--- src/rtl/ram_fifo_ctrl.sv ---
// FIFO controller in front of an external single-port synchronous RAM (1-cycle read).
// Define RAM_FIFO_ERR_EN to add sticky overflow/underflow flags (ovf, udf).
module ram_fifo_ctrl #(
    parameter int ADDR_W = 8,
    parameter int DATA_W = 4
) (
    input  logic              clk,
    input  logic              rst,
    input  logic              flush,
    input  logic              push,
    input  logic [DATA_W-1:0] push_data,
    output logic              push_ready,
    input  logic              pop,
    output logic              pop_ready,
    output logic [DATA_W-1:0] pop_data,
    output logic              pop_valid,
    output logic              full,
    output logic              empty,
    output logic [ADDR_W:0]   count,
    output logic              ram_w,
    output logic              ram_r,
    output logic [ADDR_W-1:0] ram_ad,
    output logic [DATA_W-1:0] ram_di,
    input  logic [DATA_W-1:0] ram_do
`ifdef RAM_FIFO_ERR_EN
    ,
    output logic              ovf,
    output logic              udf
`endif
);

    localparam logic [ADDR_W:0]   DEPTH   = {1'b1, {ADDR_W{1'b0}}};
    localparam logic [ADDR_W:0]   CNT_ONE = {{ADDR_W{1'b0}}, 1'b1};
    localparam logic [ADDR_W-1:0] PTR_ONE = {{(ADDR_W-1){1'b0}}, 1'b1};

    logic [ADDR_W-1:0] r_wr_ptr;
    logic [ADDR_W-1:0] r_rd_ptr;
    logic [ADDR_W:0]   r_count;
    logic              r_pop_vld_p1;

    logic w_full;
    logic w_empty;
    logic w_pop_rdy;
    logic w_push_rdy;
    logic w_push_acc;
    logic w_pop_acc;

    assign w_full     = (r_count == DEPTH);
    assign w_empty    = (r_count == '0);
    // An accepted pop owns the single RAM port, so it locks out push.
    assign w_pop_rdy  = !w_empty && !flush && !rst;
    assign w_push_rdy = !w_full && !flush && !rst && !(pop && w_pop_rdy);
    assign w_push_acc = push && w_push_rdy;
    assign w_pop_acc  = pop && w_pop_rdy;

    assign push_ready = w_push_rdy;
    assign pop_ready  = w_pop_rdy;
    assign full       = w_full;
    assign empty      = w_empty;
    assign count      = r_count;
    assign ram_w      = w_push_acc;
    assign ram_r      = w_pop_acc;

    always_comb begin
        ram_ad = '0;
        ram_di = '0;
        if (w_push_acc) begin
            ram_ad = r_wr_ptr;
            ram_di = push_data;
        end else if (w_pop_acc) begin
            ram_ad = r_rd_ptr;
        end
    end

    // Stage p0 -> p1: RAM read issued at p0, data returns with pop_valid at p1.
    always_ff @(posedge clk) begin
        if (rst || flush) begin
            r_wr_ptr     <= '0;
            r_rd_ptr     <= '0;
            r_count      <= '0;
            r_pop_vld_p1 <= 1'b0;
        end else begin
            r_pop_vld_p1 <= w_pop_acc;
            if (w_push_acc) begin
                r_wr_ptr <= r_wr_ptr + PTR_ONE;
                r_count  <= r_count + CNT_ONE;
            end else if (w_pop_acc) begin
                r_rd_ptr <= r_rd_ptr + PTR_ONE;
                r_count  <= r_count - CNT_ONE;
            end
        end
    end

    assign pop_valid = r_pop_vld_p1;
    assign pop_data  = r_pop_vld_p1 ? ram_do : '0;

`ifdef RAM_FIFO_ERR_EN
    always_ff @(posedge clk) begin
        if (rst || flush) begin
            ovf <= 1'b0;
            udf <= 1'b0;
        end else begin
            if (push && w_full)
                ovf <= 1'b1;
            if (pop && w_empty)
                udf <= 1'b1;
        end
    end
`endif

endmodule

--- config.mk ---
export PLATFORM = sky130hd
export DESIGN_NAME = ram_fifo_ctrl
export DESIGN_NICKNAME = d
export VERILOG_FILES = /design/src/rtl/ram_fifo_ctrl.sv
export SDC_FILE = /design/constraint.sdc
export NUM_CORES = 1
export LEC_CHECK = 0
export BUFFER_PORTS_ARGS = -buffer_cell sky130_fd_sc_hd__buf_2
export CAP_MARGIN = 20
export CORE_MARGIN = 2
export CORE_UTILIZATION = 45
export DETAILED_ROUTE_END_ITERATION = 16
export PLACE_DENSITY = 0.67
export SLEW_MARGIN = 20
export SYNTH_ARGS = -nofsm -noshare
export SYNTH_HDL_FRONTEND = slang
export SYNTH_SLANG_ARGS = --single-unit
--- constraint.sdc ---
create_clock -name clk -period 3.3 [get_ports clk]
set_input_delay 0.33 -clock clk [delete_from_list [all_inputs] [get_ports clk]]
set_output_delay 0.33 -clock clk [all_outputs]
set_load 0.05 [all_outputs]
==> metrics.txt <==
outcome finished clean; Clock power frac about a fifth; Final Cycle Share 92.01%; chip width around 65 um; cell-internal power about 0.76 mW; Routed wire per std cell 13.82 um; vias roughly 1.5k; total routing usage reported by global routing 19.16%; fin nets 264; clock sinks 26; Leakage 0.8829 nW; sequential share of power between 20 and 30%; Hold WS 386.8 ps; gr ovfl total 0; critical path data arrival time approximately 3200 ps; largest net degree at the start of global routing 19; CP startpoint kind flop; worst-case vdd ir drop 0.3915 mV; Synth Area per Inst 8.335 um^2; Max Used Layer met4; fin. max-slew vios 0; number of synthesized flops with an enable pin 0; hpwl dp 3066 um; # diodes 0; post-synthesis cell count around 200; clock latency on the worst-skew pair roughly 270 ps; Final GP Congestion 0.9679; post-synthesis sequential area ratio 31.54%; Fin Clk Skew between 1 and 1.5 ps; Sw Ratio between 40% and 50%; vias in the first global route around 1.4k; Pre-antenna DRT Iters 4; Max clock buf depth 2; IO Port Bufs 44; Final Hold Vio Count 0; Final Setup Violations 0; max cap viols 0; DRT Wirelength 3981 um; power per cell area 698.8 mW/mm^2; Die H 64.56 um; Logic pwr share a little over half; final setup margin 263.6 ps; Routed met2 length 1936 um; final core utilization 55.07%; Syn Std Cell Area 0.001650 mm^2; Main synth FF type dfxtp_1; Yosys cell types just over 40; Met3 Wirelength 175 um; CTS resizes 0; worst-path maximum fanout 7; synthesized flop and latch total 26; die area 0.004168 mm^2; TritonCTS Buffers 3; CP endpoint kind flop; Post-CTS Setup Bufs 0; Net Count, Synth 221; Via-to-Cell Ratio 5.326; htree depth 1; Area growth, synth to finish 20.32%; critical path class flop to flop; RSZ-0062 raised after global routing false; CTS tree built; HP Class input port to flop; wire length on met1 1816 um; ANT nets after route 0; Yosys warning total 0; row count 22; Psw between 0.6 and 0.7 mW; layout cells sized above 1 around 28%; pre-CTS setup slack 325.0 ps; worst-margin pin slew 634.0 ps; Core Area 0.003606 mm^2; root buf cell clkbuf_8; Setup TNS 0 ps; Required @ worst endpoint 3470 ps; Post-CTS Hold Fix Bufs 0; Starting DRT DRC Count 69; Max Fclk 329.3 MHz; Max-slew headroom 57.73%; Clock transition at path regs approximately 90 ps; DRC Markers 0; Ports 45; asr flop ratio synth 0%; Initial Util 45.77%; minimum clock period 3036 ps; first-pass GRT wire length around 6400 um; initial antenna violation count 0
-- synth_stat cells, types with 2 or more instances --
cell type	number	share of area, %
mux2i_1	5	3.0
o31a_1	2	1.1
a22o_1	7	3.7
o21ai_0	10	3.0
nor2_1	22	5.0
and3_1	3	1.1
and2_1	8	3.0
dfxtp_1	26	32
xor2_1	11	5.8
nor3_1	6	1.8
ha_1	9	6.8
xnor2_1	8	4.2
nand3_1	8	2.4
buf_2	4	1.2
nand2_1	15	3.4
clkbuf_1	5	1.1
a21oi_1	5	1.5
nor4_1	3	1.1
a31oi_1	3	1.1
or4_1	2	0.91
buf_6	2	1.4
nand4_1	8	3.0
nand2b_1	2	0.76
inv_1	7	1.6
-- critical path: stages (launching register included) --
cell and delay (ps):
dfxtp_2 350, or4_1 680, o21ai_4 260, and3_1 200
inv_1 140, ha_1 400, nand2_1 70, o21ai_0 250
o22ai_1 180, xnor2_1 160, o221a_2 250
-- layout by cell type (no fill, tap or decap), types with 3 or more instances in the layout --
cell      count
nand4_1       8
o21ai_0      10
nor3_1        6
a21oi_1       5
nor2_1       22
mux2i_1       5
clkbuf_8      3
buf_4         6
inv_1         7
a31oi_1       3
xor2_1       11
and3_1        3
a22o_1        7
nand2_1      15
buf_2        44
ha_1          9
nor4_1        3
dfxtp_2       6
xnor2_1       8
and2_1        8
nand3_1       8
dfxtp_1      20
-- sequential cells by signal (all words and copies together) (netlist names) --
name	count
r_rd_ptr	8
pop_valid	1
r_wr_ptr	8
count	9
-- power by group through the flow --
stage	sequential [mW]	combinational (mW)	clock, mW
2_1_floorplan	0.497	0.480	0
3_3_place_gp	0.395	0.722	0
3_5_place_dp	0.397	0.728	0
4_1_cts	0.389	0.732	0.270
5_1_grt	0.396	0.788	0.280
6_report	0.390	0.733	0.265
-- cell type report --
cell class              instances  area [um^2]
repair buffers                 50        265.3
flip-flops and latches         26        528.0
well taps                      48        60.06
inverters                       7        26.28
fillers                       356         1620
multi-input cells             153         1035
clock inverters                 1        30.03
clock buffers                   3        41.29
-- cell families (layout without fill, tap and decap cells) --
family	count (synthesis)	in the layout	share of synthesized area [%]
AND/OR/NAND/NOR	81	81	24.64
AO/OA/AOI/OAI	38	38	16.91
flip-flops	26	26	31.54
buffers and inverters	19	61	5.762
XOR/XNOR	19	19	10.08
adder cells (fa/ha/maj)	10	10	8.037
multiplexers	5	5	3.033
-- per-stage QoR --
stage / total power [mW] / instances / cell area [um^2]
after detailed placement: 1.125 / 284 / 1914
after global placement: 1.117 / 284 / 1914
after floorplan: 0.9773 / 198 / 1658
after CTS: 1.392 / 288 / 1986
final: 1.388 / 288 / 1986
after global routing: 1.465 / 288 / 1986
-- final timing paths --
path,end,slack (ps),start,cells after the start
worst max-delay path,count[7]$_SDFFE_PP0P_,260,count[5]$_SDFFE_PP0P_,10
worst min-delay path,pop_valid$_SDFF_PP0_,390,rst,3
worst max register to register,count[7]$_SDFFE_PP0P_,260,count[5]$_SDFFE_PP0P_,10
worst min register to register,count[6]$_SDFFE_PP0P_,500,count[6]$_SDFFE_PP0P_,2
-- metal layers --
metal | GRT usage, % | vias up
met5 | 0 | -
met4 | 5.053 | 0
met3 | 2.778 | 6
met2 | 35.55 | 37
met1 | 22.94 | 704
li1 | - | 787
No activity file was read; power rests on OpenSTA's default activity.
